File: config.mk
export PLATFORM = sky130hd
export DESIGN_NAME = stopwatch_cascade_cnt
export DESIGN_NICKNAME = d
export VERILOG_FILES = /design/src/rtl/stopwatch_cascade_cnt.sv
export SDC_FILE = /design/constraint.sdc
export NUM_CORES = 1
export LEC_CHECK = 0
export ABC_AREA = 1
export CORE_UTILIZATION = 40
export CTS_CLUSTER_DIAMETER = 80
export DETAILED_ROUTE_END_ITERATION = 8
export PLACE_DENSITY = 0.66
export SYNTH_ARGS = -nofsm -noshare
export SYNTH_HDL_FRONTEND = slang
export SYNTH_SLANG_ARGS = --single-unit
export TNS_END_PERCENT = 30
File: constraint.sdc
create_clock -name new_clk -period 1.7 [get_ports new_clk]
set_input_delay 0.34 -clock new_clk [delete_from_list [all_inputs] [get_ports new_clk]]
set_output_delay 0.34 -clock new_clk [all_outputs]
set_load 0.05 [all_outputs]
File: src/rtl/stopwatch_cascade_cnt.sv
// Stopwatch/timer core: prescaler plus cascaded sec/min/hr modulo counters, up or down.
// Latency: tick/wrap/done and internal fields update on the unit-event edge; sec/min/hr displays follow one edge later.
// Backpressure: none; run=0 pauses and keeps prescaler phase, lap=1 freezes displays, done=1 halts all counting.
// Ports: new_clk/rst (async active-low) | run, clr, load, load_sec/min/hr, down, lap in
//        | sec/min/hr registered displays, tick/wrap one-cycle pulses, done sticky.
module stopwatch_cascade_cnt #(
  parameter int DIV     = 50,
  parameter int SEC_MOD = 60,
  parameter int MIN_MOD = 60,
  parameter int HR_MOD  = 24,
  parameter int W       = 7
) (
  input  logic         new_clk,
  input  logic         rst,
  input  logic         run,
  input  logic         clr,
  input  logic         load,
  input  logic [W-1:0] load_sec,
  input  logic [W-1:0] load_min,
  input  logic [W-1:0] load_hr,
  input  logic         down,
  input  logic         lap,
  output logic [W-1:0] sec,
  output logic [W-1:0] min,
  output logic [W-1:0] hr,
  output logic         tick,
  output logic         wrap,
  output logic         done
);

  localparam int PW = (DIV > 2) ? $clog2(DIV) : 1;

  localparam logic [PW-1:0] PRE_LAST = PW'(DIV - 1);
  localparam logic [PW-1:0] PRE_ONE  = PW'(1);
  localparam logic [W-1:0]  SEC_LAST = W'(SEC_MOD - 1);
  localparam logic [W-1:0]  MIN_LAST = W'(MIN_MOD - 1);
  localparam logic [W-1:0]  HR_LAST  = W'(HR_MOD - 1);
  localparam logic [W-1:0]  ONE      = W'(1);
  localparam logic [W-1:0]  ZERO     = '0;

  logic [PW-1:0] presc;
  logic [W-1:0]  sec_f, min_f, hr_f;
  logic [W-1:0]  sec_n, min_n, hr_n;
  logic          unit_ev;
  logic          all_max, all_zero;

  // Preset values above the field range clamp to the field's top value.
  function automatic logic [W-1:0] sat(input logic [W-1:0] v, input logic [W-1:0] last);
    return (v > last) ? last : v;
  endfunction

  assign unit_ev  = run && !done && (presc == PRE_LAST);
  assign all_max  = (sec_f == SEC_LAST) && (min_f == MIN_LAST) && (hr_f == HR_LAST);
  assign all_zero = (sec_f == ZERO) && (min_f == ZERO) && (hr_f == ZERO);

  // Next field values for a unit event, carry/borrow rippling sec -> min -> hr.
  always_comb begin
    sec_n = sec_f;
    min_n = min_f;
    hr_n  = hr_f;
    if (!down) begin
      if (sec_f == SEC_LAST) begin
        sec_n = ZERO;
        if (min_f == MIN_LAST) begin
          min_n = ZERO;
          hr_n  = (hr_f == HR_LAST) ? ZERO : hr_f + ONE;
        end else begin
          min_n = min_f + ONE;
        end
      end else begin
        sec_n = sec_f + ONE;
      end
    end else if (!all_zero) begin
      // With a nonzero total the borrow can only reach hr when hr is nonzero.
      if (sec_f == ZERO) begin
        sec_n = SEC_LAST;
        if (min_f == ZERO) begin
          min_n = MIN_LAST;
          hr_n  = hr_f - ONE;
        end else begin
          min_n = min_f - ONE;
        end
      end else begin
        sec_n = sec_f - ONE;
      end
    end
  end

  always_ff @(posedge new_clk or negedge rst) begin
    if (!rst) begin
      presc <= '0;
      sec_f <= '0;
      min_f <= '0;
      hr_f  <= '0;
      sec   <= '0;
      min   <= '0;
      hr    <= '0;
      tick  <= 1'b0;
      wrap  <= 1'b0;
      done  <= 1'b0;
    end else if (clr) begin
      // Clear overrides lap: displays are zeroed even while frozen.
      presc <= '0;
      sec_f <= '0;
      min_f <= '0;
      hr_f  <= '0;
      sec   <= '0;
      min   <= '0;
      hr    <= '0;
      tick  <= 1'b0;
      wrap  <= 1'b0;
      done  <= 1'b0;
    end else begin
      tick <= 1'b0;
      wrap <= 1'b0;
      if (!lap) begin
        sec <= sec_f;
        min <= min_f;
        hr  <= hr_f;
      end
      if (load) begin
        // Load suppresses any coincident unit event.
        presc <= '0;
        sec_f <= sat(load_sec, SEC_LAST);
        min_f <= sat(load_min, MIN_LAST);
        hr_f  <= sat(load_hr, HR_LAST);
        done  <= 1'b0;
      end else if (unit_ev) begin
        presc <= '0;
        tick  <= 1'b1;
        wrap  <= !down && all_max;
        if (down && all_zero) begin
          done <= 1'b1;
        end
        sec_f <= sec_n;
        min_f <= min_n;
        hr_f  <= hr_n;
      end else if (run && !done) begin
        presc <= presc + PRE_ONE;
      end
    end
  end

endmodule

# Word-level counts from Yosys, hierarchy flattened
# Index checks and enable logic that the tools add are counted.
[word_totals]
ff_bits = 51
in_bits = 28
output_inout_bits = 24
word_cells = 99
[op_classes]
n_addsub = 7
order_cmp = 3
eq_ne = 8
muxes = 49
reduce_logical = 22
[op_table]
columns = ["operator", "count"]
rows = [
  ["2-to-1 mux 7 bit", 35],
  ["2-to-1 mux 6 bit", 4],
  ["adder 7 x 1 -> 7 bit (second input constant)", 3],
  ["zero test 7 bit", 3],
  ["subtractor 7 x 1 -> 7 bit (second input constant)", 3],
  ["== test 7 x 6 -> 1 bit (second input constant)", 2],
  ["> comparator 7 x 6 -> 1 bit (second input constant)", 2],
  ["nonzero test 4 bit", 3],
  ["2-to-1 mux 1 bit", 10],
  ["logical AND 1 bit", 8],
  ["inequality test 4 x 3 -> 1 bit (second input constant)", 2],
  ["== test 7 x 5 -> 1 bit (second input constant)", 1],
  ["> comparator 7 x 5 -> 1 bit (second input constant)", 1],
  ["adder 6 x 1 -> 6 bit (second input constant)", 1],
  ["== test 6 bit (second input constant)", 1],
  ["AND reduction 6 bit", 1],
  ["nonzero test 3 bit", 2],
  ["inequality test 4 bit (second input constant)", 1],
  ["AND reduction 2 bit", 2],
  ["AND reduction 4 bit", 1],
  ["zero test 1 bit", 2],
  ["inequality test 2 bit (second input constant)", 1],
]

# Longest topological paths before layout
# Gate-level depths: netlist of the first run.
[depth]
depth_word = 8
ltp_mapped = 14
depth_no_buf = 13

# Worst setup path after synthesis of the first run
# Ideal clock, no wire load.
[synth_timing]
kind = "register to register"
startpoint = "register min_f[0]"
endpoint = "register sec_f[5]"
setup_time_ps = 116
arrival_ps = 1581
required_time_ps = 1584
path_slack_ps = 2
path_stages_with_launch = 15
n_path_buf = 1
synth_period_minus_slack_ps = 1698
path_cell_list = "dfrtp_1 inv_1 ha_1 inv_1 nor2_1 nand2_1 nor2_2 nand3_4 nand2_4 nand2_4 buf_6 nand2_4 nor2_1 nand2_1 nand2_1"
[synth_via]
elab_chain_cells = 5
[synth_rtl]
columns = ["element", "line", "text"]
rows = [
  ["from (decl)", "42", "logic [W-1:0] sec_f, min_f, hr_f;"],
  ["from (signal assigned)", "125", "min_f <= sat(load_min, MIN_LAST);"],
  ["from (signal assigned)", "136", "min_f <= min_n;"],
  ["zero test 7 bit", "54", "assign all_zero = (sec_f == ZERO) && (min_f == ZERO) && (hr_f == ZERO);"],
  ["logical AND 1 bit (2 in a row)", "54", ""],
  ["inequality test 4 bit (no line)", "n/a", ""],
  ["AND reduction 2 bit (no line)", "n/a", ""],
  ["to (signal assigned)", "124", "sec_f <= sat(load_sec, SEC_LAST);"],
  ["to (signal assigned)", "135", "sec_f <= sec_n;"],
  ["to (decl)", "42", ""],
]
# No other way between the ends.
# A chain may end at the register's enable or synchronous reset.

# Worst setup path after layout of the first run
[layout_timing]
startpoint = "register sec_f[0]"
endpoint = "register hr_f[1]"
[layout_via]
elab_chain_cells = 5
elab_cells_between_ends = 8
cone_classes = "eq/ne (3); reduce/logical (5)"
[layout_rtl]
columns = ["element", "line", "text"]
rows = [
  ["zero test 7 bit", "54, 75", ""],
  ["logical AND 1 bit (2 in a row)", "54", ""],
  ["inequality test 4 bit (no line)", "n/a", ""],
  ["AND reduction 6 bit (no line) *", "n/a", ""],
  ["to (signal assigned)", "126", "hr_f <= sat(load_hr, HR_LAST);"],
  ["to (signal assigned)", "137", "hr_f <= hr_n;"],
  ["to (decl)", "42", ""],
]
# Every way passes the cells marked *; elsewhere a longest branch is shown, timed or not.

==> results of run 1 <==
==> flip-flops by register name (all words and copies together) (netlist names) <==
name / flops
tick: 1
sec_f: 7
presc: 6
hr: 7
min: 7
wrap: 1
done: 1
sec: 7
hr_f: 7
min_f: 7
==> layout make-up <==
type	count	area, µm²
fillers	809	3860
clock inverters	1	7.51
multi-input cells	370	2170
repair buffers	117	997
flip-flops and latches	51	1280
clock buffers	7	96.3
well taps	108	135
inverters	46	173
==> logic make-up after synthesis <==
group,synth area share
simple gates,0.365
compound gates,0.130
buf+inv,0.0866
flops,0.353
fa+ha+maj,0.0381
xor+xnor,0.0243
mux,0.00277
==> metrics by stage <==
stage	instances	util
after floorplan	490	-
after global placement	683	0.519
after detailed placement	683	0.519
after CTS	691	0.532
after global routing	700	0.557
final	700	0.557
==> critical path: stages, from the launching register on <==
cell      delay [ns]
dfrtp_2         0.46
inv_2           0.10
ha_4            0.14
nand2_4         0.05
nand3b_1        0.17
nand3_2         0.10
nand2_2         0.06
nor2_4          0.21
nand2_4         0.13
nand2_2         0.09
o21ai_2         0.05
==> timing repair <==
action	in CTS	in global routing
pin swaps	0	17
buffers inserted	0	8
resized for setup	2	40
cloned	0	1
endpoints found under the setup margin	5	21
==> synthesized netlist by cell type (7+ instances only) <==
master    instances  area [µm²]
nand2_1         107         402
nand4_1          11        68.8
xor2_1            9        78.8
nor2_2            8        50.1
buf_2             7        35.0
dfrtp_1          51        1280
clkbuf_1          9        33.8
nand3_1          71         355
a21oi_1          17        85.1
nor2_1           39         146
inv_1            41         154
o31ai_1          22         165
ha_1             11         138
o21ai_0          17        85.1
nand2_2          14        87.6
==> layer usage <==
layer	vias up	GRT usage
met1	1727	0.330
met3	6	0.0311
met4	0	0.0482
met5	-	0
li1	1840	-
met2	136	0.348
==> worst max-delay path by stage <==
stage | startpoint | to | slack, ns | depth (start not counted)
finish | sec_f[0]$_DFFE_PN0P_ | hr_f[1]$_DFFE_PN0P_ | 0.02 | 10
global route | min_f[0]$_DFFE_PN0P_ | sec_f[3]$_DFFE_PN0P_ | -0.09 | 13
CTS | min_f[0]$_DFFE_PN0P_ | sec_f[4]$_DFFE_PN0P_ | 0.004 | 12
detailed placement | down | hr_f[1]$_DFFE_PN0P_ | -0.22 | 6
global placement | down | hr_f[1]$_DFFE_PN0P_ | -0.22 | 6
floorplan | min_f[0]$_DFFE_PN0P_ | sec_f[5]$_DFFE_PN0P_ | 0.002 | 14
==> power by group through the flow <==
stage	clock (mW)	sequential (mW)	combinational [mW]
2_1_floorplan	0	1.48	0.694
3_3_place_gp	0	1.39	1.23
3_5_place_dp	0	1.39	1.24
4_1_cts	0.813	1.37	1.26
5_1_grt	0.844	1.39	1.51
6_report	0.803	1.37	1.37
==> impl_metrics.tcl, run 1 <==
set metrics [dict create \
    vdd_drop_max_mv 0.415 \
    yosysSeqAreaShare 0.353 \
    design_area_um2 4860 \
    ant_nets 0 \
    final_common_cell "nand2_1" \
    hold-worst-slack_ns 0.0124 \
    yosysWarnings 0 \
    start_util 0.414 \
    crit_arrival_ns 1.87 \
    yosys_register_bits 51 \
    die_area_um2 9410 \
    ys.flop_type "dfrtp_1" \
    run_status "finished, final reports clean" \
    slew_viol_final 0 \
    grt_pass1_wl_um 17200 \
    track_usage 0.224 \
    reg2reg_from "sec_f[0]$_DFFE_PN0P_" \
    setup_viol 0 \
    crit_path_start_kind "register" \
    comb_power_share 0.387 \
    diodes 0 \
    fmax_mhz 595 \
    drive_above_1_share 0.282 \
    cp-end-kind "register" \
    die_w_um 97.0 \
    cts_tree "built" \
    final_hold_viol_count 0 \
    async_flop_share 1.00 \
    met2_length_um 4750 \
    preCtsSetupSlack_ns -0.219 \
    fin_crit_ns 1.68 \
    dr_wl_met3_um 660 \
    slew_headroom 0.717 \
    hold_class "in2async" \
    rr_worst_depth 10 \
    synth_area_per_cell_um2 7.37 \
    drt-met1-wl_um 4990 \
    syn_area_um2 3610 \
    wl_per_cell_um 15.0 \
    synth-edff-count 0 \
    p_per_area_nw_per_um2 730 \
    htreeDepth 2 \
    critPathRequiredTime_ns 1.89 \
    grt_max_degree 52 \
    p_clk_frac 0.226 \
    cts-root-buf "clkbuf_8" \
    port_buffers 51 \
    drv_cap 0 \
    layout_setup_ws_ns 0.0183 \
    r2r_end "hr_f[1]$_DFFE_PN0P_" \
    power.leakage_nw 2.30 \
    finalNetCount 630 \
    via_count 3709 \
    path_class "reg2reg" \
    grt_setup_unrepaired "true" \
    mostFrequentLayoutCells "nand2_1 (105), buf_4 (83), nand3_1 (69)" \
    max_slew.worst_pin.slew_ns 0.420 \
    cts_buffers 5 \
    clock_skew_ns 0.00925 \
    post-route-period-util 0.989 \
    crit_fanout 6 \
    p_total_mw 3.55 \
    p_sw_mw 1.32 \
    swShare 0.373 \
    gp_congestion 0.910 \
    grt_pass1_vias 3513 \
    ff2ff_setup_slack_ns 0.02 \
    clk_latency_ns 0.31 \
    io_pins 52 \
    cts_max_path_buffers 2 \
    antenna_found_initial 0 \
    p_seq_frac 0.387 \
    viasPerCell 5.30 \
    firstDrtPassIters 5 \
    tns_ns 0 \
    cts_num_sinks 51 \
    synthCells 490 \
    place_hpwl_um 7740 \
    grt_overflow 0 \
    drt_iter0_markers 327 \
    die_height_um 97.0 \
    rows 34 \
    synth_cell_types 39 \
    areaGrowthSynthToFinish_pct 34.6 \
    coreArea_um2 8720 \
    drc 0 \
    p_int_mw 2.22 \
    clk_pin_slew_worst_paths_ns 0.10 \
    cts_hold_buf 0 \
    placed_area_um2 4520 \
    top_layer_used "met4" \
    wirelength_um 10500 \
    syn_nets 529 \
]
(Power assumes the default switching activity.)
==> inputs of run 2 (changes only) <==
--- a/config.mk
+++ b/config.mk
@@ -9,7 +9,8 @@
 export CORE_UTILIZATION = 40
 export CTS_CLUSTER_DIAMETER = 80
 export DETAILED_ROUTE_END_ITERATION = 8
-export PLACE_DENSITY = 0.66
+export PLACE_DENSITY = 0.64
+export RECOVER_POWER = 100
 export SYNTH_ARGS = -nofsm -noshare
 export SYNTH_HDL_FRONTEND = slang
 export SYNTH_SLANG_ARGS = --single-unit
==> constraint.sdc (replaced) <==
create_clock -name new_clk -period 1.9 [get_ports new_clk]
set_input_delay 0.38 -clock new_clk [delete_from_list [all_inputs] [get_ports new_clk]]
set_output_delay 0.38 -clock new_clk [all_outputs]
set_load 0.05 [all_outputs]
==> run 2 against run 1 <==
Against the previous run: hold slack improved by 0.45 ns; clock skew about the same; largest cell class unchanged; setup slack improved by 0.058 ns; sequential power decreased by 9%; first-iteration DRC count decreased by 24%; highest routed layer unchanged; final area decreased by 9.4%; global-route usage decreased by 1.1 points; routed wire length decreased by 6.4%; non-clock buffer count decreased by 22; register-to-register slack improved by 0.13 ns; count of clock-buffer cells in the layout unchanged; via count decreased by 4.3%.
==> impl_metrics.tcl, run 2 (synthesized netlist as in run 1, its figures left out) <==
set metrics [dict create \
    clock_skew_ns 0.00927 \
    slew_headroom 0.0980 \
    cts_num_sinks 51 \
    die_height_um 97.0 \
    antenna_found_initial 0 \
    p_seq_frac 0.422 \
    wl_per_cell_um 14.5 \
    fmax_mhz 548 \
    p_clk_frac 0.242 \
    viasPerCell 5.24 \
    mostFrequentLayoutCells "nand2_1 (110), nand3_1 (71), dfrtp_1 (51)" \
    cts_hold_buf 0 \
    rows 34 \
    dr_wl_met3_um 514 \
    diodes 0 \
    path_class "reg2out" \
    cp-end-kind "output port" \
    setup_viol 0 \
    htreeDepth 2 \
    grt_pass1_wl_um 16200 \
    p_sw_mw 1.11 \
    cts_tree "built" \
    cts_buffers 5 \
    track_usage 0.213 \
    fin_crit_ns 1.82 \
    slowest_delay_ns 0.80 \
    hold_class "in2async" \
    dp_cells 669 \
    vdd_drop_max_mv 0.361 \
    p_int_mw 1.85 \
    crit_arrival_ns 1.44 \
    io_pins 52 \
    swShare 0.374 \
    max_slew.worst_pin.slew_ns 1.35 \
    crit_fanout 1 \
    start_util 0.414 \
    coreArea_um2 8720 \
    firstDrtPassIters 5 \
    grt_max_degree 52 \
    areaGrowthSynthToFinish_pct 21.9 \
    p_per_area_nw_per_um2 673 \
    path_delay_family "buffers and inverters" \
    cts_resized 0 \
    via_count 3550 \
    critPathBufInv 1 \
    final_hold_viol_count 0 \
    ant_nets 0 \
    wirelength_um 9810 \
    drt_iter0_markers 248 \
    clk_latency_ns 0.31 \
    drc 0 \
    die_area_um2 9410 \
    grt_overflow 0 \
    cts_max_path_buffers 2 \
    run_status "finished, final reports clean" \
    top_layer_used "met4" \
    grt_setup_unrepaired "false" \
    power.leakage_nw 2.08 \
    cts-root-buf "clkbuf_8" \
    finalNetCount 607 \
    gp_congestion 0.891 \
    die_w_um 97.0 \
    port_buffers 51 \
    cp_slowest_cell "clkdlybuf4s50_1" \
    grt_pass1_vias 3386 \
    drv_cap 0 \
    post_cts_buffers 0 \
    crit_chain "clkdlybuf4s50_1" \
    comb_power_share 0.336 \
    met2_length_um 4430 \
    instances_no_fill 677 \
    p_total_mw 2.96 \
    drive_above_1_share 0.162 \
    final_common_cell "nand2_1" \
    post-route-period-util 0.960 \
    slew_viol_final 0 \
    clk_pin_slew_worst_paths_ns 0.09 \
    drt-met1-wl_um 4760 \
    place_hpwl_um 7520 \
    critPathRequiredTime_ns 1.52 \
    crit_path_start_kind "register" \
]
[run 2: cell count changes in the layout (fill, tap and decap cells not counted), sizes merged]
cell,change
buf,-53
clkbuf,+29
clkdlybuf4s50,+1
dlygate4sd3,+1
nand2,-1
[run 2: area by class of cell]
type / instances / area (µm²)
sequential: 51 / 1280
clock inverter: 1 / 7.51
fill: 891 / 4320
tap: 108 / 135
inverter: 46 / 173
clock buffer: 7 / 96.3
multi-input combinational: 369 / 2020
timing repair buffer: 95 / 697
[run 2: power groups by stage]
stage | clock [mW] | combinational (mW) | sequential [mW]
6_report | 0.717 | 0.996 | 1.25
2_1_floorplan | 0 | 0.621 | 1.33
3_3_place_gp | 0 | 1.01 | 1.27
5_1_grt | 0.774 | 1.11 | 1.26
3_5_place_dp | 0 | 1.02 | 1.27
4_1_cts | 0.737 | 1.03 | 1.25
[run 2: per-stage QoR]
| step | TNS, ns | setup slack [ns] | cell area [µm²] | util | hold WS, ns |
|---|---|---|---|---|---|
| finish | 0 | 0.0759 | 4400 | 0.505 | 0.458 |
| global route | 0 | 0.000876 | 4400 | 0.505 | 0.545 |
| detailed placement | -0.288 | -0.0519 | 4410 | 0.506 | 0.404 |
| global placement | -0.0316 | -0.0316 | 4410 | 0.506 | 0.401 |
| floorplan | 0 | 0.202 | 3610 | - | 0.0844 |
| CTS | 0 | 0.0667 | 4520 | 0.518 | 0.0592 |
[run 2: metal layers]
layer,vias up,track usage
met3,11,0.0441
met4,0,0.0597
met2,88,0.343
met5,-,0
li1,1796,-
met1,1655,0.290
[run 2: final timing paths]
path | slack [ns] | endpoint | depth (start not counted) | from
setup / recovery | 0.08 | wrap | 1 | wrap$_DFF_PN0_
hold / removal | 0.46 | presc[5]$_DFFE_PN0P_ | 2 | rst
setup reg to reg | 0.15 | sec_f[2]$_DFFE_PN0P_ | 11 | min_f[0]$_DFFE_PN0P_
hold reg to reg | 0.52 | presc[5]$_DFFE_PN0P_ | 2 | presc[5]$_DFFE_PN0P_
max in group asynchronous | 0.64 | hr[5]$_DFFE_PN0P_ | 2 | rst
min in group new_clk | 0.52 | presc[5]$_DFFE_PN0P_ | 2 | presc[5]$_DFFE_PN0P_
==> inputs of run 3 (changes only) <==
--- a/config.mk
+++ b/config.mk
@@ -6,9 +6,11 @@
 export NUM_CORES = 1
 export LEC_CHECK = 0
 export ABC_AREA = 1
+export CORE_MARGIN = 2
 export CORE_UTILIZATION = 40
 export CTS_CLUSTER_DIAMETER = 80
 export DETAILED_ROUTE_END_ITERATION = 8
+export GPL_TIMING_DRIVEN = 0
 export PLACE_DENSITY = 0.64
 export RECOVER_POWER = 100
 export SYNTH_ARGS = -nofsm -noshare
==> run 3 against run 2 <==
Against the previous run: utilization increased by 0.50 points; maximum frequency is 2.9% lower; sequential share of layout area down 0.17 points; sequential cell count stayed put; register-to-register slack lost 0.02 ns; clock power up 5.7%; sequential power about the same; hold slack worse by 0.16 ns; critical path depth unchanged; count of clock-buffer cells in the layout shrank 2; first-iteration DRC count down 28%; highest routed layer unchanged.
==> impl_metrics.tcl, run 3 (synthesized netlist as in run 1, its figures left out) <==
set metrics [dict create \
    via_count 3619 \
    instances_no_fill 663 \
    critPathRequiredTime_ns 1.52 \
    antenna_found_initial 0 \
    p_per_area_nw_per_um2 688 \
    rr_worst_depth 11 \
    reg2reg_from "min_f[1]$_DFFE_PN0P_" \
    drive_above_1_share 0.160 \
    fmax_mhz 532 \
    drv_cap 0 \
    start_util 0.414 \
    hold_class "in2async" \
    drt_iter0_markers 178 \
    crit_path_start_kind "register" \
    run_status "finished, final reports clean" \
    viasPerCell 5.46 \
    clk_pin_slew_worst_paths_ns 0.10 \
    place_hpwl_um 7700 \
    path_delay_family "buffers and inverters" \
    cp_slowest_cell "clkdlybuf4s50_1" \
    design_area_um2 4450 \
    setup_viol 0 \
    fin_crit_ns 1.88 \
    crit_chain "clkdlybuf4s50_1" \
    cp-end-kind "output port" \
    die_w_um 99.0 \
    fill_cells 871 \
    grt_max_degree 32 \
    wl_per_cell_um 15.6 \
    firstDrtPassIters 5 \
    ff_latch_area_um2 1280 \
    wirelength_um 10300 \
    crit_arrival_ns 1.50 \
    track_usage 0.210 \
    rows 34 \
    htreeDepth 2 \
    cts_tree "built" \
    critPathBufInv 1 \
    ant_nets 0 \
    crit_fanout 2 \
    coreArea_um2 8720 \
    finalNetCount 594 \
    grt_overflow 0 \
    r2r_end "hr_f[5]$_DFFE_PN0P_" \
    grt_setup_unrepaired "false" \
    cts_num_sinks 51 \
    slowest_delay_ns 0.81 \
    grt_pass1_vias 3390 \
    path_class "reg2out" \
    grt_pass1_wl_um 16600 \
    placed_area_um2 4250 \
    diodes 0 \
    post-route-period-util 0.989 \
    mostFrequentLayoutCells "nand2_1 (106), nand3_1 (71), dfrtp_1 (47)" \
    clk_latency_ns 0.31 \
    slew_viol_final 0 \
    port_buffers 49 \
    final_hold_viol_count 0 \
    cts_buffers 5 \
    vdd_drop_max_mv 0.355 \
    power.leakage_nw 2.03 \
    dp_cells 648 \
    slew_headroom 0.189 \
    die_area_um2 9800 \
    max_slew.worst_pin.slew_ns 1.22 \
    areaGrowthSynthToFinish_pct 23.1 \
    gp_congestion 0.888 \
    cts_max_path_buffers 2 \
    ff2ff_setup_slack_ns 0.13 \
    cts-root-buf "clkbuf_8" \
    final_common_cell "nand2_1" \
    multi_input_area_um2 2060 \
    clock_skew_ns 0.0111 \
    die_height_um 99.0 \
    io_pins 52 \
    drc 0 \
]
-- run 3: cell count changes in the layout (fill, tap and decap cells not counted), moves of 4 or more --
| cell | previous run | this run |
|---|---|---|
| nand2_1 | 110 | 106 |
| buf_4 | 36 | 8 |
| dfrtp_1 | 51 | 47 |
| clkbuf_1 | 23 | 15 |
| nor2_1 | 40 | 36 |
| inv_1 | 41 | 35 |
| clkdlybuf4s50_1 | 27 | 40 |
| nand2_2 | 11 | 15 |
| dfrtp_2 | 0 | 4 |
-- run 3: worst max-delay path by stage --
stage / cells past startpoint / start / slack [ns] / end
6_report: 1 / sec[1]$_DFFE_PN0P_ / 0.02 / sec[1]
3_3_place_gp: 1 / rst / -1.23 / min_f[3]$_DFFE_PN0P_
4_1_cts: 11 / sec_f[0]$_DFFE_PN0P_ / 0.02 / hr_f[4]$_DFFE_PN0P_
3_5_place_dp: 6 / load / -0.30 / min_f[2]$_DFFE_PN0P_
2_1_floorplan: 14 / min_f[0]$_DFFE_PN0P_ / 0.20 / sec_f[5]$_DFFE_PN0P_
5_1_grt: 1 / sec[6]$_DFFE_PN0P_ / 0.0004 / sec[6]
-- run 3: routing by layer --
| metal | global-route usage | wire [µm] | vias up |
|---|---|---|---|
| li1 | - | - | 1768 |
| met1 | 0.289 | 4770 | 1716 |
| met2 | 0.336 | 4750 | 122 |
| met3 | 0.0369 | 624 | 13 |
| met4 | 0.0685 | 174 | 0 |
| met5 | 0 | 0 | - |
-- run 3: final cells by class --
class | instances | area share
multi-input cells | 369 | 0.464
flip-flops and latches | 51 | 0.288
repair buffers | 58 | 0.119
inverters | 46 | 0.0405
plain buffers | 24 | 0.0338
well taps | 108 | 0.0304
clock buffers | 5 | 0.0155
clock inverters | 2 | 0.00844
-- run 3: per-stage QoR --
step	total power, mW	hold WS, ns	worst slack, ns	utilization	TNS (ns)
after CTS	3.01	0.0516	0.0152	0.499	0
after detailed placement	2.26	0.388	-0.296	0.488	-3.94
after global routing	3.24	0.387	0.000401	0.510	0
after global placement	2.24	0.484	-1.23	0.486	-66.55
final	3.06	0.296	0.0217	0.510	0
after floorplan	1.95	0.0844	0.202	-	0
-- run 3: power by group --
part           internal (mW)  switching (mW)  total [mW]  leakage (nW)
registers               1.16          0.0798        1.24         0.678
logic                  0.387           0.673        1.06          1.31
clock network          0.386           0.373       0.758        0.0502
total                   1.93            1.13        3.06          2.03
-- run 3: worst register-to-register path: cells and delay by family (launching register included) --
| kind | cells | cell delay (ns) |
|---|---|---|
| and+or+nand+nor | 9 | 0.84 |
| DFF | 1 | 0.42 |
| adders and majority gates | 1 | 0.23 |
| buffers and inverters | 1 | 0.18 |
-- run 3: what timing repair did --
item,CTS,global route
endpoints found under the hold margin,0,0
setup buffers,0,6
cloned,0,2
resized for setup,4,32
hold buffers,0,0
pin swaps,0,6
endpoints found under the setup margin,10,27
